File: config.mk
export PLATFORM = sky130hd
export DESIGN_NAME = lock_ula_sequencer
export DESIGN_NICKNAME = d
export VERILOG_FILES = /design/src/rtl/lock_pkg.sv /design/src/rtl/lock_lockout_timer.sv /design/src/rtl/lock_ula_sequencer.sv
export SDC_FILE = /design/constraint.sdc
export NUM_CORES = 1
export LEC_CHECK = 0
export BUFFER_PORTS_ARGS = -buffer_cell sky130_fd_sc_hd__buf_4
export CAP_MARGIN = 20
export CORE_ASPECT_RATIO = 2
export CORE_MARGIN = 3
export CORE_UTILIZATION = 39
export CTS_CLUSTER_DIAMETER = 100
export CTS_CLUSTER_SIZE = 14
export DETAILED_ROUTE_END_ITERATION = 8
export GPL_TIMING_DRIVEN = 0
export PLACE_DENSITY = 0.57
export SLEW_MARGIN = 30
export SYNTH_ARGS = -nofsm -noshare
export SYNTH_HDL_FRONTEND = slang
export SYNTH_SLANG_ARGS = --single-unit
export TNS_END_PERCENT = 50
File: constraint.sdc
create_clock -name clk -period 2.4 [get_ports clk]
set_input_delay 0.48 -clock clk [delete_from_list [all_inputs] [get_ports clk]]
set_output_delay 0.48 -clock clk [all_outputs]
set_load 0.005 [all_outputs]
File: src/rtl/lock_pkg.sv
// Shared types and constants for the door-lock ULA sequencer.
package lock_pkg;

    localparam int DIGIT_W = 8;

    localparam logic [2:0] ULA_AND = 3'b000;
    localparam logic [2:0] ULA_OR  = 3'b001;
    localparam logic [2:0] ULA_ADD = 3'b010;
    localparam logic [2:0] ULA_SUB = 3'b110;
    localparam logic [2:0] ULA_SLT = 3'b111;

    typedef enum logic [2:0] {
        IDLE,
        COLLECT,
        COMPARE,
        RESULT,
        PROG_WRITE,
        LOCKOUT
    } state_e;

endpackage

File: src/rtl/lock_lockout_timer.sv
// Lockout down-counter: loads LOCKOUT_CYCLES-1, done while the count is zero.
module lock_lockout_timer #(
    parameter int LOCKOUT_CYCLES = 1000
) (
    input  logic clk,
    input  logic rst,
    input  logic load,
    output logic done
);

    localparam int W = $clog2(LOCKOUT_CYCLES + 1);

    logic [W-1:0] cnt_q;
    logic [W-1:0] cnt_d;

    always_comb begin
        cnt_d = cnt_q;
        if (load) begin
            cnt_d = W'(LOCKOUT_CYCLES - 1);
        end else if (cnt_q != '0) begin
            cnt_d = cnt_q - W'(1);
        end
    end

    always_ff @(posedge clk) begin
        if (rst) begin
            cnt_q <= '0;
        end else begin
            cnt_q <= cnt_d;
        end
    end

    assign done = (cnt_q == '0);

endmodule

File: src/rtl/lock_ula_sequencer.sv
// Keypad collector, ULA-based code compare and password programming.
// Define LOCK_LOCKOUT_EN to enable the lockout state and timer.
module lock_ula_sequencer
    import lock_pkg::*;
#(
    parameter int CODE_LEN       = 4,
    parameter int MAX_FAIL       = 3,
    parameter int LOCKOUT_CYCLES = 1000,
    parameter logic [DIGIT_W*CODE_LEN-1:0] DEFAULT_CODE = 32'h01020304
) (
    input  logic               clk,
    input  logic               rst,
    input  logic               key_valid,
    input  logic [DIGIT_W-1:0] key_data,
    output logic               key_ready,
    input  logic               cmd_prog,
    output logic [DIGIT_W-1:0] scra,
    output logic [DIGIT_W-1:0] scrb,
    output logic [2:0]         ula_control,
    input  logic [DIGIT_W-1:0] ula_result,
    input  logic               flagz,
    output logic               unlock,
    output logic               fail,
    output logic               prog_done,
    output logic               lockout,
    output logic               busy
);

    localparam int IDX_W = $clog2(CODE_LEN);
    localparam int FW    = $clog2(MAX_FAIL + 1);
    localparam logic [IDX_W-1:0] LAST     = IDX_W'(CODE_LEN - 1);
    localparam logic [FW-1:0]    FAIL_SAT = FW'(MAX_FAIL);

    // Digit 0 lives in the most significant byte.
    typedef logic [CODE_LEN-1:0][DIGIT_W-1:0] code_t;

    state_e           state_q, state_d;
    logic [IDX_W-1:0] idx_q, idx_d;
    code_t            entered_q, entered_d;
    code_t            pwd_q, pwd_d;
    logic             mode_q, mode_d;
    logic             mismatch_q, mismatch_d;
    logic [FW-1:0]    fail_cnt_q, fail_cnt_d;
    logic [FW-1:0]    fail_nxt;
    logic [IDX_W-1:0] ridx;
    logic             unused_result;

    assign ridx          = LAST - idx_q;
    assign unused_result = ^ula_result;

`ifdef LOCK_LOCKOUT_EN
    logic tmr_load;
    logic tmr_done;

    lock_lockout_timer #(
        .LOCKOUT_CYCLES(LOCKOUT_CYCLES)
    ) u_timer (
        .clk (clk),
        .rst (rst),
        .load(tmr_load),
        .done(tmr_done)
    );

    assign lockout = (state_q == LOCKOUT);
`else
    logic [31:0] unused_cfg;

    assign unused_cfg = 32'(LOCKOUT_CYCLES);
    assign lockout    = 1'b0;
`endif

    always_comb begin
        state_d     = state_q;
        idx_d       = idx_q;
        entered_d   = entered_q;
        pwd_d       = pwd_q;
        mode_d      = mode_q;
        mismatch_d  = mismatch_q;
        fail_cnt_d  = fail_cnt_q;
        fail_nxt    = fail_cnt_q;
        key_ready   = 1'b0;
        scra        = '0;
        scrb        = '0;
        ula_control = ULA_AND;
        unlock      = 1'b0;
        fail        = 1'b0;
        prog_done   = 1'b0;
        busy        = 1'b1;
`ifdef LOCK_LOCKOUT_EN
        tmr_load    = 1'b0;
`endif
        unique case (state_q)
            IDLE: begin
                key_ready = 1'b1;
                busy      = 1'b0;
                if (key_valid) begin
                    mode_d          = cmd_prog;
                    entered_d[LAST] = key_data;
                    idx_d           = IDX_W'(1);
                    state_d         = COLLECT;
                end
            end
            COLLECT: begin
                key_ready = 1'b1;
                busy      = 1'b0;
                if (key_valid) begin
                    entered_d[ridx] = key_data;
                    if (idx_q == LAST) begin
                        idx_d   = '0;
                        state_d = mode_q ? PROG_WRITE : COMPARE;
                    end else begin
                        idx_d = idx_q + IDX_W'(1);
                    end
                end
            end
            COMPARE: begin
                scra        = entered_q[ridx];
                scrb        = pwd_q[ridx];
                ula_control = ULA_SUB;
                mismatch_d  = mismatch_q | ~flagz;
                if (idx_q == LAST) begin
                    idx_d   = '0;
                    state_d = RESULT;
                end else begin
                    idx_d = idx_q + IDX_W'(1);
                end
            end
            RESULT: begin
                if (mismatch_q) begin
                    fail = 1'b1;
                    if (fail_cnt_q != FAIL_SAT) begin
                        fail_nxt = fail_cnt_q + FW'(1);
                    end
                end else begin
                    unlock   = 1'b1;
                    fail_nxt = '0;
                end
                fail_cnt_d = fail_nxt;
                mismatch_d = 1'b0;
                idx_d      = '0;
                state_d    = IDLE;
`ifdef LOCK_LOCKOUT_EN
                if (fail_nxt == FAIL_SAT) begin
                    tmr_load = 1'b1;
                    state_d  = LOCKOUT;
                end
`endif
            end
            PROG_WRITE: begin
                pwd_d      = entered_q;
                prog_done  = 1'b1;
                fail_cnt_d = '0;
                state_d    = IDLE;
            end
            LOCKOUT: begin
`ifdef LOCK_LOCKOUT_EN
                if (tmr_done) begin
                    fail_cnt_d = '0;
                    state_d    = IDLE;
                end
`else
                state_d = IDLE;
`endif
            end
            default: state_d = IDLE;
        endcase
    end

    always_ff @(posedge clk) begin
        if (rst) begin
            state_q    <= IDLE;
            idx_q      <= '0;
            entered_q  <= '0;
            pwd_q      <= DEFAULT_CODE;
            mode_q     <= 1'b0;
            mismatch_q <= 1'b0;
            fail_cnt_q <= '0;
        end else begin
            state_q    <= state_d;
            idx_q      <= idx_d;
            entered_q  <= entered_d;
            pwd_q      <= pwd_d;
            mode_q     <= mode_d;
            mismatch_q <= mismatch_d;
            fail_cnt_q <= fail_cnt_d;
        end
    end

endmodule

==> impl.org, run 1 <==
** Outcome
- Status :: finished, final reports clean

** Placement
- Buffers placed on the I/O ports in this run total 34.
- Placed Instances :: 481
- Detailed placement ended at an HPWL of slightly below 7000 microns.
- Setup WS pre-CTS :: -0.1335 ns
- The congestion estimate from routability-driven global placement came to 0.8364.
- Area after DPL :: 0.003735 sq mm

** Timing
- In the finished design, the share of the clock period the worst path needs comes to between 90% and 100%.
- Derived from the worst setup path, the maximum achievable clock frequency is 428.2 MHz.
- Setup violations, final :: 0
- Setup repair after global routing left no endpoint under its margin.
- Headroom to the max-slew limit came out at 52.88%.
- Worst Clk Skew :: between 0.006 and 0.007 ns
- Final Max Slew Viols :: 0
- The hold violation total from the final report came to 0.
- Setup slack on the critical path of the routed design comes to roughly 0.065 ns.
- Slew @ Worst Pin :: ~0.7 ns
- In the final timing run, aggregate negative setup slack is 0 ns.
- Final critical delay including setup and external delays :: 2.335 ns
- Hold slack final :: ~0.37 ns

** Global route
- Fraction of met3 tracks used by global routing :: 3.309%
- Total congestion overflow :: 0
- Most used routing layer in global routing :: met2
- Vias in the first global route :: between 2k and 3k
- The initial antenna violation count was 0.
- Global routing used 24.05% of the available met1 tracks.
- Wire length of the first global-routing pass :: 14930 microns
- Global routing used around a fifth of the available tracks.
- Maximum number of pins on one net before global-route repair :: 13
- Global routing used 37.76% of the available met2 tracks.

** Routing
- The first detailed-routing pass took 4 iterations.
- After detailed routing, the average wire length per cell comes to 19.62 microns.
- Vias per cell :: 5.425
- Initial DRC count :: 170
- The count of nets left with antenna violations once routing finished came out at 0.
- DRT Wirelength :: 9752 microns
- Number of vias in the routed layout :: between 2k and 3k
- For this run, design rule violations remaining after detail routing come to 0.

** Clock tree
- Clock-pin slew was measured on the worst setup and hold paths at roughly 0.060 ns.
- No sink is reached through more buffers than the 2 on the longest clock path.
- # clock sinks :: 71
- CTS buffer count :: 9
- Number of setup buffers added after CTS :: 0
- For the worst-skew pair, the clock arrives at the later sink with an insertion delay of 0.34 ns.
- H-tree lvl count :: 3
- In this run, post-CTS hold repair placed 0 buffers.
- Clock Tree Root :: sky130_fd_sc_hd__clkbuf_16
- TritonCTS built the clock tree.
- Resized cells post-CTS :: 8

** Finish
- Measured on the finished design, the core utilization comes to 50.07%.
- # diodes :: 0
- Most frequent cells in the layout :: sky130_fd_sc_hd__dfxtp_1 (71), sky130_fd_sc_hd__nand2_1 (69), sky130_fd_sc_hd__buf_4 (42), sky130_fd_sc_hd__nand2b_1 (36), sky130_fd_sc_hd__a21oi_1 (30)
- Fraction of final layout cells with drive strength greater than 1 :: 24.06%
- After the flow finishes, the layout carries non-filler instances totaling 497.
- Signed area change from the synthesized netlist to the final layout :: 24.04%
- The net count of the finished layout is 419.
- Leaving out fill and tap cells, the most frequent cell in the layout is sky130_fd_sc_hd__dfxtp_1.
- The finished cells cover 0.004151 sq mm.

** Min path
- The min-delay analysis places its worst path in the category input port to flip-flop.
- The worst hold path terminates at entered_q[29]$_SDFFE_PP0P_.
- Along the worst hold path, the cell count comes to 2.
- Startpoint of the tightest hold check path :: key_data[5]

** Yosys
- Summing the areas of all and, or, nand and nor instances in the mapped netlist gives 22.65% of the synthesized area.
- Total standard cell area after synthesis :: 0.003347 sq mm
- Synthesis handed over a netlist of 348 instances.
- Library cells used by synthesis :: 36
- Sequential cells were found to cover 42.47% of the synthesized design area.
- Of the post-synthesis cell area, the part taken by muxes is between 10% and 20%.
- Synth warn :: 0
- XOR/XNOR share of the synthesized area :: 0%
- Combinational family with the most area after synthesis :: simple AND/OR/NAND/NOR gates
- Area fraction in compound gates after synthesis :: 8.972%
- The synthesized design contains 71 register bits.
- Synth Area in Adders :: 1.495%
- The average instance in the mapped netlist occupies 9.618 sq um.

** Setup path
- In this run the worst path has a maximum fanout of 10.
- STA puts the critical path data required time at about 1.9 ns.
- Element type at the critical path start :: flip-flop
- Arrival time worst endpoint :: ~1.9 ns
- STA classifies the critical path endpoint as a primary output.
- For flop-to-flop paths, the worst setup slack is 0.24 ns.
- Critical R2R Capture :: entered_q[31]$_SDFFE_PP0P_
- Reg-to-reg startpoint :: idx_q[1]$_SDFFE_PP0P_
- Counting cells, the worst reg-to-reg path comes to 7.
- By startpoint and endpoint, the worst setup path is classified as flip-flop to primary output.

** Power and ir drop
- Lkg Pwr :: about 1.8 nW
- Across the VDD grid, the largest voltage drop is between 0.5 and 0.6 mV.
- Power Dens Cells :: 767.7 mW/mm^2
- Total power for the finished layout comes to around 3.2 mW.

** Floorplanning
- The initial utilization of the core area, before any placement, comes to 40.37%.
- Vertical die dimension :: 137.0 microns
- In this run the count of I/O pins placed on the die edge is 46.
- Die area :: 0.009797 sq mm
- Core area :: about 0.0083 sq mm
- In this run the core area contains 47 standard-cell rows.
- Die X-Extent :: 71.51 microns

** Run
- Max-cap violations :: 0
==> sequential cells by signal, indices dropped and copies added, names as in the netlist <==
name        flops
entered_q      32
idx_q           2
mismatch_q      1
mode_q          1
pwd_q          32
state_q         3
==> area by class of cell <==
cell class,instances,area [sq um]
sequential,71,1421
tap,98,122.6
timing repair buffer,34,255.2
clock buffer,10,239.0
fill,769,4140
multi-input combinational,241,1730
buffer,32,203.9
inverter,5,23.77
clock inverter,6,155.1
==> metal layers <==
| metal | wire, microns | vias up |
|---|---|---|
| li1 | - | 1287 |
| met1 | 3822 | 1327 |
| met2 | 5353 | 66 |
| met3 | 352 | 16 |
| met4 | 224 | 0 |
| met5 | 0 | - |
==> worst max-delay path: stages, from the launching register on <==
cell and delay [ns]:
sky130_fd_sc_hd__dfxtp_1 0.36, sky130_fd_sc_hd__buf_4 0.24, sky130_fd_sc_hd__buf_4 0.25, sky130_fd_sc_hd__mux4_2 0.32, sky130_fd_sc_hd__and3_1 0.21, sky130_fd_sc_hd__buf_4 0.13
==> cells in the mapped netlist, drive strengths merged <==
cell    number  area (sq um)
dfxtp       71          1421
nand2       69         259.0
nand2b      36         225.2
a21oi       30         150.1
mux2i       24         240.2
buf         20         143.9
and3        17         106.4
mux4        16         360.4
clkbuf      12         45.04
a22o         9         78.83
nor2         7         26.28
nand3b       5         37.54
ha           4         50.05
inv          4         15.01
nand3        3         25.02
a21boi       2         15.01
nor2b        2         12.51
nor3b        2         15.01
a211oi       1         7.510
a21bo        1         10.01
a31oi        1         6.260
and3b        1         8.760
and4b        1         10.01
clkinv       1         8.760
conb         1         3.750
nand4b       1         8.760
nor3         1         5.000
o211ai       1         7.510
o21bai       1         7.510
o311ai       1         8.760
o32ai        1         8.760
or3b         1         8.760
or4b         1         10.01
==> cells by family (layout without fill, tap and decap cells) <==
logic type               after synthesis  count (layout)
AO/OA/AOI/OAI                         48              48
adder cells (fa/ha/maj)                4               4
buffers and inverters                 37              87
flip-flops                            71              71
multiplexers                          40              40
other                                  1               2
AND/OR/NAND/NOR                      147             147
==> report_power, final <==
group          internal (mW)  switching [mW]
clock network           1.25           0.505
registers               1.20          0.0167
logic                 0.0983           0.117
total                   2.55           0.639
==> how the worst max path moves through the flow <==
stage | startpoint | to | slack, ns | cells after the start
global route | idx_q[0]$_SDFFE_PP0P_ | scra[3] | 0.005 | 4
global placement | idx_q[1]$_SDFFE_PP0P_ | entered_q[25]$_SDFFE_PP0P_ | -0.21 | 7
floorplan | idx_q[1]$_SDFFE_PP0P_ | entered_q[24]$_SDFFE_PP0P_ | 0.56 | 7
detailed placement | state_q[2]$_SDFFE_PP0P_ | ula_control[2] | -0.13 | 7
CTS | idx_q[0]$_SDFFE_PP0P_ | scrb[6] | 0.03 | 4
finish | idx_q[1]$_SDFFE_PP0P_ | scra[3] | 0.06 | 5
(Power assumes the default switching activity.)
==> inputs of run 2 (changes only) <==
--- a/config.mk
+++ b/config.mk
@@ -5,6 +5,7 @@
 export SDC_FILE = /design/constraint.sdc
 export NUM_CORES = 1
 export LEC_CHECK = 0
+export ABC_AREA = 1
 export BUFFER_PORTS_ARGS = -buffer_cell sky130_fd_sc_hd__buf_4
 export CAP_MARGIN = 20
 export CORE_ASPECT_RATIO = 2
@@ -15,6 +16,7 @@
 export DETAILED_ROUTE_END_ITERATION = 8
 export GPL_TIMING_DRIVEN = 0
 export PLACE_DENSITY = 0.57
+export SKIP_CTS_REPAIR_TIMING = 1
 export SLEW_MARGIN = 30
 export SYNTH_ARGS = -nofsm -noshare
 export SYNTH_HDL_FRONTEND = slang
==> impl.org, run 2 <==
** Routing
- DRT Wirelength :: 10950 microns (was 9752 microns)
- Top layer in use :: met4 (unchanged)
- The post-route DRC violation count is 0 (unchanged).
- The residual antenna-violating net count after detailed routing is 0 (unchanged).
- Met3 wire len :: 400 microns (was 352 microns)
- The wire length the detailed router placed on met1 is 4116 microns (was 3822 microns).
- The average detailed-routed wire length per instance came to 16.98 microns (was 19.62 microns).
- The number of DRC markers in iteration 0 was 326 (was 170).
- Routed length on met2 :: 6051 microns (was 5353 microns)
- The number of search-and-repair iterations in the first detailed-routing pass came to 7 (was 4).
- The routed via count divided by cell count came to 5.217 (was 5.425).
- Number of vias in the routed layout :: 3365 (was 2696)

** Setup path
- The required time at the endpoint of the critical path was 1.92 ns (about the same).
- Buf+Inv Stages, Crit Path :: 4 (was 3)
- Worst path cell trace :: buf_4 -> inv_1 -> clkbuf_2 -> o21ai_0 -> a21oi_1 -> buf_4 (was buf_4 -> buf_4 -> mux4_2 -> and3_1 -> buf_4)
- Biggest fanout along the worst timing path :: 10 (unchanged)
- The critical path endpoint category was a primary output (unchanged).
- Crit-path max cell delay :: 0.38 ns (was 0.36 ns)
- Crit path top cell by count :: sky130_fd_sc_hd__buf_4 (unchanged)
- Element type at the critical path start :: flip-flop (unchanged)
- The arrival time of data at the critical path endpoint is 1.86 ns (about the same).
- The slowest cell on the critical path is sky130_fd_sc_hd__dfxtp_1 (unchanged).
- The cell family contributing the most delay on the critical path is buffers and inverters (unchanged).
- The critical path class is flip-flop to primary output (unchanged).
- Start point of the critical path :: idx_q[0]$_SDFFE_PP0P_ (was idx_q[1]$_SDFFE_PP0P_)
- The worst reg2reg path startpoint was idx_q[0]$_SDFFE_PP0P_ (was idx_q[1]$_SDFFE_PP0P_).

** Clock tree
- Clock latency reported for the late side of the worst-skew pair :: 0.34 ns (about the same)
- Reg clk slew, reported paths :: 0.06 ns (about the same)
- The buffer type at the clock tree root was sky130_fd_sc_hd__clkbuf_16 (unchanged).
- The number of buffers created by CTS is 9 (unchanged).
- H-tree lvl count :: 3 (unchanged)
- The CTS tree is yes (unchanged).
- The clock sink count was 71 (unchanged).
- The buffer depth of the longest clock path is 2 (unchanged).

** Outcome
- Status :: finished, final reports clean (unchanged)

** Global route
- The initial antenna violation count came to 0 (unchanged).
- The number of global-route vias before repair is 3144 (was 2722).
- The global-route wire length before repair was 16930 microns (was 14930 microns).
- The pin count of the biggest net entering global routing is 13 (unchanged).
- The overall overflow remaining after global route is 0 (unchanged).
- The total routing usage reported by global routing was 23.36% (was 21.10%).

** Timing
- The final number of setup-violating endpoints came to 0 (unchanged).
- Maximum achievable frequency :: 427.8 MHz (was 428.2 MHz)
- The headroom to the max-slew limit was 61.54% (was 52.88%).
- The hold violation total from the final report was 0 (unchanged).
- Worst Clk Skew :: 0.006321 ns (was 0.006270 ns)
- Slew @ Worst Pin :: 0.5768 ns (was 0.7069 ns)
- Final critical delay including setup and external delays :: 2.338 ns (was 2.335 ns)
- Final worst-path cycle share :: 97.40% (was 97.31%)
- The final count of pins violating max slew was 0 (unchanged).
- Worst-case setup margin in the final layout :: 0.06232 ns (was 0.06457 ns)
- The worst-case hold slack was 0.3815 ns (was 0.3700 ns).
- The setup TNS after final layout is 0 ns (unchanged).
- RSZ-0062 raised after global routing: true (was false).

** Floorplanning
- I/O Pins :: 46 (unchanged)
- Vertical die dimension :: 137.4 microns (was 137.0 microns)
- Die X-Extent :: 71.70 microns (was 71.51 microns)
- Die area :: 0.009852 sq mm (was 0.009797 sq mm)
- Count of standard-cell rows :: 47 (unchanged)
- The starting utilization of the core area is 40.32% (was 40.37%).
- The core outline area was 0.008351 sq mm (was 0.008292 sq mm).

** Run
- The max-capacitance violation count is 0 (unchanged).

** Finish
- Most frequent cells in the layout :: sky130_fd_sc_hd__nand2_1 (89), sky130_fd_sc_hd__a21oi_1 (87), sky130_fd_sc_hd__dfxtp_1 (71), sky130_fd_sc_hd__o21ai_0 (68), sky130_fd_sc_hd__nor2_1 (66) (was sky130_fd_sc_hd__dfxtp_1 (71), sky130_fd_sc_hd__nand2_1 (69), sky130_fd_sc_hd__buf_4 (42), sky130_fd_sc_hd__nand2b_1 (36), sky130_fd_sc_hd__a21oi_1 (30))
- # diodes :: 0 (unchanged)
- Biggest registers after layout: entered_q: 32 flops, pwd_q: 32 flops, state_q: 3 flops (unchanged).
- The number of nets in the layout is 567 (was 419).
- The most common cell after layout, fill and taps aside was sky130_fd_sc_hd__nand2_1 (was sky130_fd_sc_hd__dfxtp_1).
- The area added between synthesis and finish is 22.30% (was 24.04%).
- The share of post-route cells with drive strength above 1 was 16.27% (was 24.06%).
- The final non-filler cell area came to 0.004118 sq mm (was 0.004151 sq mm).
- Finished Layout Cells :: 645 (was 497)

** Yosys
- The synthesized area divided by synthesized cell count came to 6.788 sq um (was 9.618 sq um).
- The synthesized flop and latch total is 71 (unchanged).
- The leading register cell type out of synthesis was sky130_fd_sc_hd__dfxtp_1 (unchanged).
- Synth warn :: 0 (unchanged)
- Synthesized instance count :: 496 (was 348)
- Most frequent cell after synthesis :: sky130_fd_sc_hd__nand2_1 (was sky130_fd_sc_hd__dfxtp_1)
- Total standard cell area after synthesis :: 0.003367 sq mm (was 0.003347 sq mm)
- Most instantiated cells after synthesis: sky130_fd_sc_hd__nand2_1 (89), sky130_fd_sc_hd__a21oi_1 (87), sky130_fd_sc_hd__dfxtp_1 (71) (was sky130_fd_sc_hd__dfxtp_1 (71), sky130_fd_sc_hd__nand2_1 (69), sky130_fd_sc_hd__nand2b_1 (36)).
- Top post-synthesis cells by area :: sky130_fd_sc_hd__dfxtp_1 (42%), sky130_fd_sc_hd__a21oi_1 (13%), sky130_fd_sc_hd__o21ai_0 (10%) (was sky130_fd_sc_hd__dfxtp_1 (42%), sky130_fd_sc_hd__mux4_2 (11%), sky130_fd_sc_hd__nand2_1 (7.7%))
- Leading area contributor after synthesis :: sky130_fd_sc_hd__dfxtp_1 (unchanged)
- The sequential element share of the synthesized area came to 42.21% (was 42.47%).
- Top-area cell type share of the netlist area :: 42.21% (was 42.47%)
- The count of different cell masters after synthesis was 21 (was 36).
- Number of synthesized flops with an enable pin :: 0 (unchanged)
- The fraction of synthesis flops using an asynchronous set or reset pin is 0% (unchanged).

** Placement
- RD Place Congestion :: 0.8779 (was 0.8364)
- Placed Instances :: 628 (was 481)
- The total placed instance area is 0.003741 sq mm (was 0.003735 sq mm).
- The worst slack at placement was -0.1820 ns (was -0.1335 ns).
- The estimated wirelength of the detail-placed design is 8512 microns (was 6819 microns).
- The count of buffers inserted at the top-level ports was 33 (was 34).

** Power and ir drop
- Lkg Pwr :: 1.713 nW (was 1.759 nW)
- The largest voltage drop on the vdd net is 0.5696 mV (was 0.5646 mV).
- Power Dens Cells :: 1069 mW/mm^2 (was 767.7 mW/mm^2)

** Min path
- The startpoint of the worst hold path is flagz (was key_data[5]).
- HP Class :: input port to flip-flop (unchanged)
==> run 2: cell types whose count changed after synthesis, moves of 9 or more <==
cell and delta:
sky130_fd_sc_hd__nand2b_1 -36, sky130_fd_sc_hd__nand2_1 +20, sky130_fd_sc_hd__mux4_2 -16, sky130_fd_sc_hd__nand3_1 +18, sky130_fd_sc_hd__nor2_1 +59, sky130_fd_sc_hd__o21ai_0 +70, sky130_fd_sc_hd__a22o_1 -9, sky130_fd_sc_hd__mux2i_1 -24
sky130_fd_sc_hd__and3_1 -17, sky130_fd_sc_hd__a21oi_1 +57, sky130_fd_sc_hd__inv_1 +32
==> run 2: final cells by class <==
cell class                 count  area, sq um
fill                         864         4233
multi-input combinational    350         1620
sequential                    71         1421
clock buffer                  12        266.5
timing repair buffer          35        262.8
buffer                        34        190.2
inverter                      41        157.7
tap                           98        122.6
clock inverter                 4        76.32
==> run 2: report_power, final <==
group / switching (mW) / internal (mW)
clock network: 0.507 / 0.996
logic: 0.978 / 0.527
registers: 0.0853 / 1.31
==> run 2: per-stage QoR <==
| step | total power, mW | util, % |
|---|---|---|
| 2_1_floorplan | 2.381 | - |
| 3_3_place_gp | 2.860 | 44.80 |
| 3_5_place_dp | 2.869 | 44.80 |
| 4_1_cts | 4.365 | 48.91 |
| 5_1_grt | 4.654 | 49.31 |
| 6_report | 4.401 | 49.31 |
==> run 2: layer usage <==
layer / vias up / global-route usage (%)
met5: - / 0
met4: 0 / 11.09
met3: 23 / 4.748
met2: 92 / 44.42
met1: 1541 / 23.49
li1: 1709 / -
==> run 2: worst paths after layout <==
kind,to,cells past startpoint,slack [ns]
setup reg to reg,entered_q[24]$_SDFFE_PP0P_,8,0.25
hold reg to reg,entered_q[22]$_SDFFE_PP0P_,2,0.47
hold / removal,mismatch_q$_SDFFE_PP0P_,4,0.38
setup / recovery,scra[2],6,0.06
==> run 2: worst register-to-register path, cell delays in order, from the launching register on <==
cell and delay (ns):
sky130_fd_sc_hd__dfxtp_1 0.34, sky130_fd_sc_hd__buf_4 0.18, sky130_fd_sc_hd__inv_1 0.15, sky130_fd_sc_hd__buf_2 0.32, sky130_fd_sc_hd__ha_1 0.41, sky130_fd_sc_hd__nand2_2 0.20
sky130_fd_sc_hd__buf_6 0.19, sky130_fd_sc_hd__a21oi_1 0.18, sky130_fd_sc_hd__nor2_1 0.07
==> run 2: logic make-up (layout without fill, tap and decap cells) <==
group,count (synthesis),after routing,share of synthesized area (%)
adders and majority gates,4,4,1.486
DFF,71,71,42.21
buffers and inverters,76,126,9.773
AOI/OAI and AO/OA,162,162,24.45
other,1,2,0.1114
and+or+nand+nor,182,182,21.96
==> inputs of run 3 (changes only) <==
--- a/config.mk
+++ b/config.mk
@@ -15,7 +15,7 @@
 export CTS_CLUSTER_SIZE = 14
 export DETAILED_ROUTE_END_ITERATION = 8
 export GPL_TIMING_DRIVEN = 0
-export PLACE_DENSITY = 0.57
+export PLACE_DENSITY = 0.59
 export SKIP_CTS_REPAIR_TIMING = 1
 export SLEW_MARGIN = 30
 export SYNTH_ARGS = -nofsm -noshare
==> constraint.sdc (replaced) <==
create_clock -name clk -period 2.1 [get_ports clk]
set_input_delay 0.42 -clock clk [delete_from_list [all_inputs] [get_ports clk]]
set_output_delay 0.42 -clock clk [all_outputs]
set_load 0.005 [all_outputs]
==> impl.org, run 3 (same netlist as run 2, synthesis figures left out) <==
** Outcome
- Status: finished with violations (was finished, final reports clean).
- The checks that failed: setup timing.

** Min path
- Startpoint of the tightest hold check path :: flagz (unchanged)
- HP Class :: input port to flip-flop (unchanged)
- The instance count along the most critical hold path came to 4 (unchanged).
- The sink of the worst hold path is mismatch_q$_SDFFE_PP0P_ (unchanged).

** Global route
- Fraction of met3 tracks used by global routing :: 2.191% (was 4.748%)
- Vias in the first global route :: 3148 (was 3144)
- Wire length of the first global-routing pass :: 16030 microns (was 16930 microns)
- Number of antenna violations at the first check in global routing :: 0 (unchanged)
- The global-route track usage on met1 was 22.10% (was 23.49%).
- The busiest metal layer after global routing is met2 (unchanged).
- The met2 demand-to-capacity share in global routing came to 40.32% (was 44.42%).
- The overall overflow remaining after global route is 0 (unchanged).
- Maximum number of pins on one net before global-route repair :: 12 (was 13)
- Global Route Usage Sum :: 21.49% (was 23.36%)

** Timing
- RSZ-0062 raised after global routing :: true (unchanged)
- The hold violation total from the final report was 0 (unchanged).
- The transition at the pin with the smallest max-transition slack came to 0.5440 ns (was 0.5768 ns).
- Final Max Slew Viols :: 0 (unchanged)
- Final worst-path cycle share :: 103.1%
- The worst path setup slack after routing was -0.06458 ns (was 0.06232 ns).
- Static timing analysis puts the maximum clock frequency at 462.0 MHz.
- Counting I/O delays and the setup requirement, the final critical path takes 2.165 ns.
- Relative slew margins :: 63.73% (was 61.54%)
- The final number of setup-violating endpoints is 9 (was 0).
- Worst Clk Skew :: 0.005514 ns (was 0.006321 ns)
- Sum of negative setup slack :: -0.2176 ns (was 0 ns)

** Setup path
- Standard cell with the maximum stage delay on the critical path :: sky130_fd_sc_hd__dfxtp_2 (was sky130_fd_sc_hd__dfxtp_1)
- Worst Reg-to-Reg Cells :: 9 (was 8)
- Worst EP required :: 1.68 ns (was 1.92 ns)
- Crit-path max cell delay :: 0.35 ns (was 0.38 ns)
- The number of buffer and inverter stages on the critical path is 4 (unchanged).
- Worst path cell trace: buf_6 -> clkinvlp_4 -> clkbuf_16 -> nor2_2 -> o21ai_1 -> a21oi_1 -> buf_4 (was buf_4 -> inv_1 -> clkbuf_2 -> o21ai_0 -> a21oi_1 -> buf_4).
- The element type at the critical path start is a flip-flop (unchanged).
- Crit path kind :: flip-flop to primary output (unchanged)
- Biggest fanout along the worst timing path :: 7 (was 10)
- Worst setup slack for register-to-register paths :: 0.14 ns (was 0.25 ns)
- Arrival time worst endpoint :: 1.74 ns (was 1.86 ns)
- Critical R2R Capture :: entered_q[24]$_SDFFE_PP0P_ (unchanged)
- The worst reg2reg path startpoint is idx_q[1]$_SDFFE_PP0P_ (was idx_q[0]$_SDFFE_PP0P_).
- Type of element capturing the critical path :: primary output (unchanged)
- The number of cells on the critical path is 7 (was 6).
- The cell family contributing the most delay on the critical path is buffers and inverters (unchanged).

** Routing
- Vias per cell :: 5.261 (was 5.217)
- Number of routed nets with antenna violations :: 0 (unchanged)
- The number of DRC markers in iteration 0 came to 256 (was 326).
- Number of vias in the routed layout :: 3446 (was 3365)
- Number of iterations in the first detailed-routing pass :: 5 (was 7)
- The detailed-route wire length was 10510 microns (was 10950 microns).
- Routed length per placed instance :: 16.05 microns (was 16.98 microns)
- The post-route DRC violation count is 0 (unchanged).

** Floorplanning
- The overall die width was 71.70 microns (unchanged).
- Count of standard-cell rows :: 47 (unchanged)
- The number of top-level pins is 46 (unchanged).
- The starting utilization of the core area is 40.32% (unchanged).
- Core area :: 0.008351 sq mm (unchanged)
- The die extent in y was 137.4 microns (unchanged).
- The overall die area was 0.009852 sq mm (unchanged).

** Clock tree
- CTS buffer count :: 9 (unchanged)
- Maximum clock insertion buffer count :: 2 (unchanged)
- The maximum level of the CTS H-tree came to 3 (unchanged).
- The clock latency reported for the late side of the worst-skew pair came to 0.34 ns (about the same).
- TritonCTS clock tree :: yes (unchanged)
- # clock sinks :: 71 (unchanged)
- The clock-pin slew on the worst setup and hold paths came to 0.06 ns (about the same).
- Clock Tree Root :: sky130_fd_sc_hd__clkbuf_16 (unchanged)

** Placement
- The count of buffers inserted at the top-level ports came to 33 (unchanged).
- Area after DPL :: 0.003741 sq mm (unchanged)
- The estimated wirelength of the detail-placed design was 7865 microns (was 8512 microns).
- The placer's final routability congestion estimate is 0.8354 (was 0.8779).
- Placed Instances :: 628 (unchanged)

** Power and ir drop
- Lkg Pwr :: 1.779 nW (was 1.713 nW)
- VDD IR-drop max :: 0.6153 mV (was 0.5696 mV)
- Power Dens Cells :: 1217 mW/mm^2 (was 1069 mW/mm^2)

** Finish
- The final non-filler cell total came to 655 (was 645).
- Biggest registers after layout: entered_q: 32 flops, pwd_q: 32 flops, state_q: 3 flops (unchanged).
- Final core utilization :: 51.51% (was 49.31%)
- The final-layout fill cell count is 873 (was 864).
- Signed area change from the synthesized netlist to the final layout :: 27.76% (was 22.30%)
- Most frequent cells in the layout: sky130_fd_sc_hd__nand2_1 (89), sky130_fd_sc_hd__a21oi_1 (79), sky130_fd_sc_hd__dfxtp_1 (68), sky130_fd_sc_hd__nor2_1 (57), sky130_fd_sc_hd__o21ai_0 (50) (was sky130_fd_sc_hd__nand2_1 (89), sky130_fd_sc_hd__a21oi_1 (87), sky130_fd_sc_hd__dfxtp_1 (71), sky130_fd_sc_hd__o21ai_0 (68), sky130_fd_sc_hd__nor2_1 (66)).
- Post-layout nets :: 577 (was 567)
- The final non-filler cell area was 0.004302 sq mm (was 0.004118 sq mm).
- Fraction of final layout cells with drive strength greater than 1 :: 21.90% (was 16.27%)
- The antenna diode instance count was 0 (unchanged).
- The most common cell after layout, fill and taps aside is sky130_fd_sc_hd__nand2_1 (unchanged).

** Run
- The max-capacitance violation count is 0 (unchanged).
==> run 3: changes by cell type in the layout (fill, tap and decap cells not counted), sizes merged <==
| cell | delta |
|---|---|
| inv | -1 |
| clkbuf | +1 |
| buf | +11 |
| bufinv | -1 |
==> run 3: metrics by stage <==
stage / setup slack, ns / hold WS [ns] / power (mW)
floorplan: 0.2501 / 0.4342 / 2.721
finish: -0.06458 / 0.3307 / 5.234
detailed placement: -0.4783 / 0.4582 / 3.241
global placement: -0.4659 / 0.4535 / 3.231
CTS: -0.4880 / 0.3373 / 4.876
global route: -0.1269 / 0.3649 / 5.507
==> run 3: how the worst max path moves through the flow <==
stage / endpoint / startpoint
CTS: entered_q[24]$_SDFFE_PP0P_ / idx_q[0]$_SDFFE_PP0P_
detailed placement: entered_q[24]$_SDFFE_PP0P_ / idx_q[0]$_SDFFE_PP0P_
global route: scra[1] / idx_q[1]$_SDFFE_PP0P_
global placement: entered_q[24]$_SDFFE_PP0P_ / idx_q[0]$_SDFFE_PP0P_
floorplan: entered_q[24]$_SDFFE_PP0P_ / idx_q[0]$_SDFFE_PP0P_
finish: scrb[1] / idx_q[1]$_SDFFE_PP0P_
==> run 3: power by group <==
group | leakage (nW) | internal (mW) | total [mW] | switching [mW]
combinational | 1.04 | 0.776 | 1.99 | 1.21
sequential | 0.576 | 1.50 | 1.59 | 0.0935
clock | 0.165 | 1.08 | 1.65 | 0.571
total | 1.78 | 3.36 | 5.23 | 1.88
==> run 3: cell type report <==
| cell class | instances | area [sq um] | share of cell area (%) |
|---|---|---|---|
| Inverter | 41 | 161.4 | 3.752 |
| Buffer | 34 | 215.2 | 5.003 |
| Timing Repair Buffer | 45 | 364.1 | 8.464 |
| Clock inverter | 2 | 35.03 | 0.8144 |
| Clock buffer | 14 | 294.0 | 6.835 |
| Tap cell | 98 | 122.6 | 2.851 |
| Multi-Input combinational cell | 350 | 1684 | 39.15 |
| Sequential cell | 71 | 1425 | 33.13 |
==> run 3: worst min-delay path, stage by stage <==
cell	delay (ns)
sky130_fd_sc_hd__buf_4	0.08
sky130_fd_sc_hd__nand2_1	0.04
sky130_fd_sc_hd__nand2_1	0.05
sky130_fd_sc_hd__a21oi_1	0.04
==> run 3: metal layers <==
| layer | up-vias | wire length (microns) |
|---|---|---|
| met5 | - | 0 |
| met4 | 0 | 363 |
| met3 | 28 | 483 |
| met2 | 125 | 5786 |
| met1 | 1565 | 3880 |
| li1 | 1728 | - |
